--- config.mk ---
export PLATFORM = sky130hd
export DESIGN_NAME = sram_req_arbiter
export DESIGN_NICKNAME = d
export VERILOG_FILES = /design/src/rtl/sram_req_arbiter_pkg.sv /design/src/rtl/sram_req_arbiter_id_fifo.sv /design/src/rtl/sram_req_arbiter.sv
export SDC_FILE = /design/constraint.sdc
export NUM_CORES = 1
export LEC_CHECK = 0
export ABC_AREA = 1
export BUFFER_PORTS_ARGS = -buffer_cell sky130_fd_sc_hd__buf_2
export CAP_MARGIN = 20
export CORE_AREA = 2 2 127 129
export DETAILED_ROUTE_END_ITERATION = 6
export DIE_AREA = 0 0 129 131
export HOLD_SLACK_MARGIN = 0.06
export PLACE_DENSITY_LB_ADDON = 0.25
export SYNTH_ARGS = -nofsm -noshare
export SYNTH_HDL_FRONTEND = slang
export SYNTH_SLANG_ARGS = --single-unit
export TNS_END_PERCENT = 100
--- constraint.sdc ---
create_clock -name clk -period 2 [get_ports clk]
set_clock_uncertainty 0.1 [all_clocks]
set_input_delay 0.2 -clock clk [delete_from_list [all_inputs] [get_ports clk]]
set_output_delay 0.2 -clock clk [all_outputs]
set_load 0.03 [all_outputs]
--- src/rtl/sram_req_arbiter_pkg.sv ---
// Shared types and constants for the IF/MEM sram request arbiter.
// Source IDs, default outstanding depth and request bundle width.
package sram_req_arbiter_pkg;

    typedef enum logic {
        SRC_INST = 1'b0,
        SRC_DATA = 1'b1
    } src_e;

    localparam int ARB_OST_DEPTH = 4;

    // wr + size + wstrb + addr + wdata
    function automatic int sram_req_len(input int aw, input int dw);
        return 1 + 2 + 4 + aw + dw;
    endfunction

endpackage

--- src/rtl/sram_req_arbiter_id_fifo.sv ---
// 1-bit source-ID FIFO recording the issuer of each accepted request.
// Pointers wrap modulo DEPTH; count is full-width occupancy.
module arb_id_fifo #(
    parameter int DEPTH = 4
) (
    input  logic                       clk,
    input  logic                       reset,
    input  logic                       push,
    input  logic                       pop,
    input  logic                       din,
    output logic                       head,
    output logic [$clog2(DEPTH):0]     count
);

    localparam int PW = $clog2(DEPTH);

    logic [DEPTH-1:0] r_mem;
    logic [PW-1:0]    r_wptr;
    logic [PW-1:0]    r_rptr;
    logic [PW:0]      r_count;

    always_ff @(posedge clk or posedge reset) begin
        if (reset) begin
            r_mem   <= '0;
            r_wptr  <= '0;
            r_rptr  <= '0;
            r_count <= '0;
        end else begin
            if (push) begin
                r_mem[r_wptr] <= din;
                r_wptr        <= r_wptr + 1'b1;
            end
            if (pop) begin
                r_rptr <= r_rptr + 1'b1;
            end
            case ({push, pop})
                2'b10:   r_count <= r_count + 1'b1;
                2'b01:   r_count <= r_count - 1'b1;
                default: r_count <= r_count;
            endcase
        end
    end

    assign head  = r_mem[r_rptr];
    assign count = r_count;

endmodule

--- src/rtl/sram_req_arbiter.sv ---
// Shares one sram-like port between IF and MEM requesters.
// Responses return in acceptance order to the issuing requester.
module sram_req_arbiter
    import sram_req_arbiter_pkg::*;
#(
    parameter int OST_DEPTH = ARB_OST_DEPTH,
    parameter int ADDR_W    = 32,
    parameter int DATA_W    = 32
) (
    input  logic                         clk,
    input  logic                         reset,

    input  logic                         inst_req,
    input  logic                         inst_wr,
    input  logic [1:0]                   inst_size,
    input  logic [3:0]                   inst_wstrb,
    input  logic [ADDR_W-1:0]            inst_addr,
    input  logic [DATA_W-1:0]            inst_wdata,
    output logic                         inst_addr_ok,
    output logic                         inst_data_ok,
    output logic [DATA_W-1:0]            inst_rdata,

    input  logic                         data_req,
    input  logic                         data_wr,
    input  logic [1:0]                   data_size,
    input  logic [3:0]                   data_wstrb,
    input  logic [ADDR_W-1:0]            data_addr,
    input  logic [DATA_W-1:0]            data_wdata,
    output logic                         data_addr_ok,
    output logic                         data_data_ok,
    output logic [DATA_W-1:0]            data_rdata,

    output logic                         arb_req,
    output logic                         arb_wr,
    output logic [1:0]                   arb_size,
    output logic [3:0]                   arb_wstrb,
    output logic [ADDR_W-1:0]            arb_addr,
    output logic [DATA_W-1:0]            arb_wdata,
    input  logic                         arb_addr_ok,
    input  logic                         arb_data_ok,
    input  logic [DATA_W-1:0]            arb_rdata,

    output logic [$clog2(OST_DEPTH):0]   ost_cnt,
    output logic                         proto_err
);

    localparam int CW      = $clog2(OST_DEPTH) + 1;
    localparam int REQ_LEN = sram_req_len(ADDR_W, DATA_W);

    logic               r_lock;
    src_e               r_lock_src;
    logic               r_proto_err;

    src_e               w_owner;
    logic               w_owner_req;
    logic               w_full;
    logic               w_arb_req;
    logic               w_accept;
    logic               w_ost_nz;
    logic               w_pop;
    logic               w_head;
    logic [CW-1:0]      w_count;
    logic [REQ_LEN-1:0] w_inst_bus;
    logic [REQ_LEN-1:0] w_data_bus;
    logic [REQ_LEN-1:0] w_arb_bus;

    assign w_inst_bus = {inst_wr, inst_size, inst_wstrb, inst_addr, inst_wdata};
    assign w_data_bus = {data_wr, data_size, data_wstrb, data_addr, data_wdata};

    // A locked request keeps the port until accepted; otherwise MEM wins.
    always_comb begin
        w_owner     = SRC_INST;
        w_owner_req = inst_req;
        w_arb_bus   = w_inst_bus;
        if (r_lock) begin
            w_owner = r_lock_src;
        end else if (data_req) begin
            w_owner = SRC_DATA;
        end
        if (w_owner == SRC_DATA) begin
            w_owner_req = data_req;
            w_arb_bus   = w_data_bus;
        end
    end

    assign w_full    = (w_count == CW'(OST_DEPTH));
    assign w_arb_req = w_owner_req & ~w_full & ~reset;
    assign w_accept  = w_arb_req & arb_addr_ok;
    assign w_ost_nz  = (w_count != '0);
    assign w_pop     = arb_data_ok & w_ost_nz;

    assign arb_req = w_arb_req;
    assign {arb_wr, arb_size, arb_wstrb, arb_addr, arb_wdata} = w_arb_bus;

    assign inst_addr_ok = w_accept & (w_owner == SRC_INST);
    assign data_addr_ok = w_accept & (w_owner == SRC_DATA);

    assign inst_data_ok = w_pop & (w_head == SRC_INST);
    assign data_data_ok = w_pop & (w_head == SRC_DATA);
    assign inst_rdata   = arb_rdata;
    assign data_rdata   = arb_rdata;

    always_ff @(posedge clk or posedge reset) begin
        if (reset) begin
            r_lock      <= 1'b0;
            r_lock_src  <= SRC_INST;
            r_proto_err <= 1'b0;
        end else begin
            if (w_accept) begin
                r_lock <= 1'b0;
            end else if (w_arb_req) begin
                r_lock     <= 1'b1;
                r_lock_src <= w_owner;
            end
            if (arb_data_ok & ~w_ost_nz) begin
                r_proto_err <= 1'b1;
            end
        end
    end

    arb_id_fifo #(
        .DEPTH (OST_DEPTH)
    ) u_id_fifo (
        .clk   (clk),
        .reset (reset),
        .push  (w_accept),
        .pop   (w_pop),
        .din   (w_owner),
        .head  (w_head),
        .count (w_count)
    );

    assign ost_cnt   = w_count;
    assign proto_err = r_proto_err;

endmodule
==> qor.txt <==
ROUTING
---------------------------------------------------------------------------------
Vias ...............................................................        2,742
Number of DRC markers in iteration 0 ...............................          109
Count of TritonRoute iterations in the first routing pass ..........            5
Number of design rule violations left after detail routing .........            0
Remaining antenna violation count after routing ....................            0
Post-detailed-routing wire length .................................. 10,800 microns
Mean routed wirelength per cell .................................... 14.1 microns
Post-detailed-route via-to-cell ratio ..............................         3.58

LOGIC SYNTHESIS
---------------------------------------------------------------------------------
Leading register cell type out of synthesis ........................      dfrtp_1
Yosys warnings .....................................................            0
Cells after Synth ..................................................          390
Average cell area after synthesis ..................................   5.71 sq um
Most instantiated library cell after synthesis .....................      nand2_1
Mapped cell area ...................................................   2230 sq um
Largest area contributor in the netlist ............................      nand2_1
Count of unique library cells instantiated by Yosys ................           24
Seq/Total Area, Yosys ..............................................        15.7%
Number of flops mapped to enable cells by yosys ....................            0
Post-Synthesis Net Count ...........................................          576
Flops & latches, synth .............................................           14
Most frequent cells after synthesis ................................ 237 x nand2_1, 67 x buf_4, 14 x dfrtp_1
Share of the synthesized area in the top cell type .................        40.0%
Async set-or-reset flop fraction in the synthesized netlist ........         100%
Ranking of synthesized cells by area ............................... nand2_1 40%, buf_4 23%, dfrtp_1 16%, ha_1 2.8%, buf_2 2.7%

CELLS AND AREA
---------------------------------------------------------------------------------
Area grow syn2layout ...............................................        47.8%
Count of filler cells inserted in the layout .......................        1,878
Share of cells above drive strength 1 ..............................        48.2%
Nets@finish ........................................................          737
Antenna fix cells ..................................................            0

GLOBAL ROUTING
---------------------------------------------------------------------------------
Global-route wire length before repair ............................. 14,100 microns
Initial antenna violation count ....................................            3
Via count of the first global-routing pass .........................        2,412
Largest net degree at the start of global routing ..................           45
Total track usage ..................................................        11.1%
Overflow left after global routing .................................            0

WORST SETUP PATH
---------------------------------------------------------------------------------
Beginning of the worst register-to-register path ................... u_id_fifo.count[1]
Critical Path End Type .............................................         flop
Count of cells along the worst register-to-register path ...........           11
Endpoint of the worst register-to-register path .................... u_id_fifo.count[2]
CP Cell Sequence ................................................... nor2_4 -> nand2_1 -> nand2_2 -> a21oi_4 -> nand2_4 -> ha_4 -> inv_2 -> fa_2 -> a21oi_2 -> o21ai_2 -> xor2_1
Setup slack of the worst register-to-register path .................      0.07 ns
Worst endpoint data arrival time ...................................      1.96 ns
Biggest fanout along the worst timing path .........................            4
Critical path class ................................................ flop to flop
Largest stage delay on the critical path ...........................      0.43 ns
Worst-path cell with the longest stage delay .......................      dfrtp_2
Crit path launch type ..............................................         flop
Required time reported for the critical path endpoint ..............      2.02 ns

CTS
---------------------------------------------------------------------------------
Clock Sinks ........................................................           14
Clk slew on worst S/H paths ........................................      0.05 ns
Number of H-tree levels ............................................            1
Source-to-sink clock delay at the later pin of the worst-skew pair .      0.24 ns
TritonCTS buffer count .............................................            3
Root Driver ........................................................    clkbuf_16
Clock tree from TritonCTS ..........................................         done
Maximum buffer depth of the clock tree .............................            2

STA
---------------------------------------------------------------------------------
Relative max-transition margin .....................................        82.9%
Final min period ...................................................      1.93 ns
Smallest hold slack ................................................     0.136 ns
Top achievable clock speed .........................................    0.517 GHz
Transition time at the pin with the least slew margin ..............     0.257 ns
Final setup viols ..................................................            0
Pins over their slew limit .........................................            0
Total count of hold-check failures in the final report .............            0
Unrepaired setup endpoints after global routing ....................          yes
Share of the clock period used by the worst path after layout ......        96.7%

POWER
---------------------------------------------------------------------------------
Pwr Density ........................................................ 1550 nW/um^2
Leakage power of the design ........................................      2.06 nW
Peak VDD IR ........................................................     0.551 mV
Design Power .......................................................    0.00510 W

DIE
---------------------------------------------------------------------------------
Die extent in y ....................................................  131 microns
IO Pins ............................................................          324
Die boundary width .................................................  129 microns
Initial standard-cell utilization of the core ......................        14.3%
Core area .......................................................... 15,600 sq um
Placement Rows .....................................................           46
Die area ........................................................... 16,900 sq um

MIN PATH
---------------------------------------------------------------------------------
Hold path cells ....................................................            2
Endpoint with the worst hold slack .................................    proto_err
Kind of path behind the tightest hold check ........................ input pin to flop
Hold path startpoint ...............................................  arb_data_ok

RUN
---------------------------------------------------------------------------------
Max-cap viol count .................................................            0

STATUS
---------------------------------------------------------------------------------
Status ............................................................. complete, no violations

PLACE
---------------------------------------------------------------------------------
Routability congestion estimate ....................................        0.732
Post-DP HPWL ....................................................... 9340 microns
Count of input and output buffers ..................................          227

logic make-up after synthesis:
| logic type | count (synthesis) | synth area share [%] |
|---|---|---|
| adders and majority gates | 6 | 3.71 |
| xor gates and xnor gates | 3 | 1.18 |
| buffers and inverters | 94 | 28.2 |
| DFF | 14 | 15.7 |
| AOI/OAI and AO/OA | 10 | 2.92 |
| and+or+nand+nor | 263 | 48.3 |
registers in the layout, summed over array words and instances, names as in the netlist:
register and flops:
u_id_fifo.r_mem 4, u_id_fifo.r_wptr 2, r_lock_src 1, r_lock 1
proto_err 1, u_id_fifo.r_rptr 2, u_id_fifo.count 3
layout make-up:
| class | instances | area [sq um] | area share, % |
|---|---|---|---|
| multi-input combinational | 282 | 1280 | 39.0 |
| timing repair buffer | 236 | 1250 | 37.9 |
| sequential | 14 | 354 | 10.8 |
| tap | 216 | 270 | 8.21 |
| clock buffer | 4 | 78.8 | 2.40 |
| inverter | 14 | 56.3 | 1.71 |
through the flow:
step | cells | area (sq um) | util (%) | TNS (ns) | setup WS (ns)
floorplan | 390 | 2250 | - | -0.0374 | -0.0233
global placement | 760 | 3160 | 20.3 | 0 | 0.0611
detailed placement | 760 | 3160 | 20.3 | 0 | 0.0440
CTS | 765 | 3250 | 20.8 | 0 | 0.0304
global route | 766 | 3290 | 21.1 | -0.0496 | -0.0496
finish | 766 | 3290 | 21.1 | 0 | 0.0663
layer usage:
metal | global-route usage [%] | wire length, microns
met5 | 0 | 13
met2 | 18.7 | 5280
met3 | 3.50 | 985
met1 | 14.4 | 4440
met4 | 1.60 | 98
worst max path at each step:
stage | start | end | slack, ns
global route | u_id_fifo.count[1] | u_id_fifo.count[2] | -0.05
CTS | u_id_fifo.count[1] | u_id_fifo.count[2] | 0.03
global placement | u_id_fifo.count[1] | u_id_fifo.count[2] | 0.06
floorplan | u_id_fifo.count[1] | u_id_fifo.count[2] | -0.02
finish | u_id_fifo.count[1] | u_id_fifo.count[2] | 0.07
detailed placement | u_id_fifo.count[1] | u_id_fifo.count[2] | 0.04
report_power, final:
| part | internal, W | switching [W] |
|---|---|---|
| clock | 0.000270 | 0.000116 |
| sequential | 0.000421 | 0.000115 |
| combinational | 0.00122 | 0.00296 |
critical path, delay by kind of cell, from the launching register on:
kind            cells  cell delay [ns]
flops               1             0.43
xor+xnor            1             0.14
simple gates        4             0.38
buf+inv             1             0.05
fa+ha+maj           2             0.47
compound gates      3             0.26
repair_timing:
item,4_1_cts,5_1_grt
buffers inserted,0,1
setup endpoints to repair,0,28
hold buffers,1,0
resized for setup,0,12
endpoints found under the hold margin,14,0
cell usage in the layout, fill, tap and decap left out, types with 4 or more instances in the layout:
master   instances
nand2_2          4
buf_4            5
nand4_1          8
buf_2          225
dfrtp_1         11
inv_2            4
nand2_4          5
nor2_1           6
ha_1             4
inv_1            9
nand2_1        235
Power figures use the tool's default switching activity.
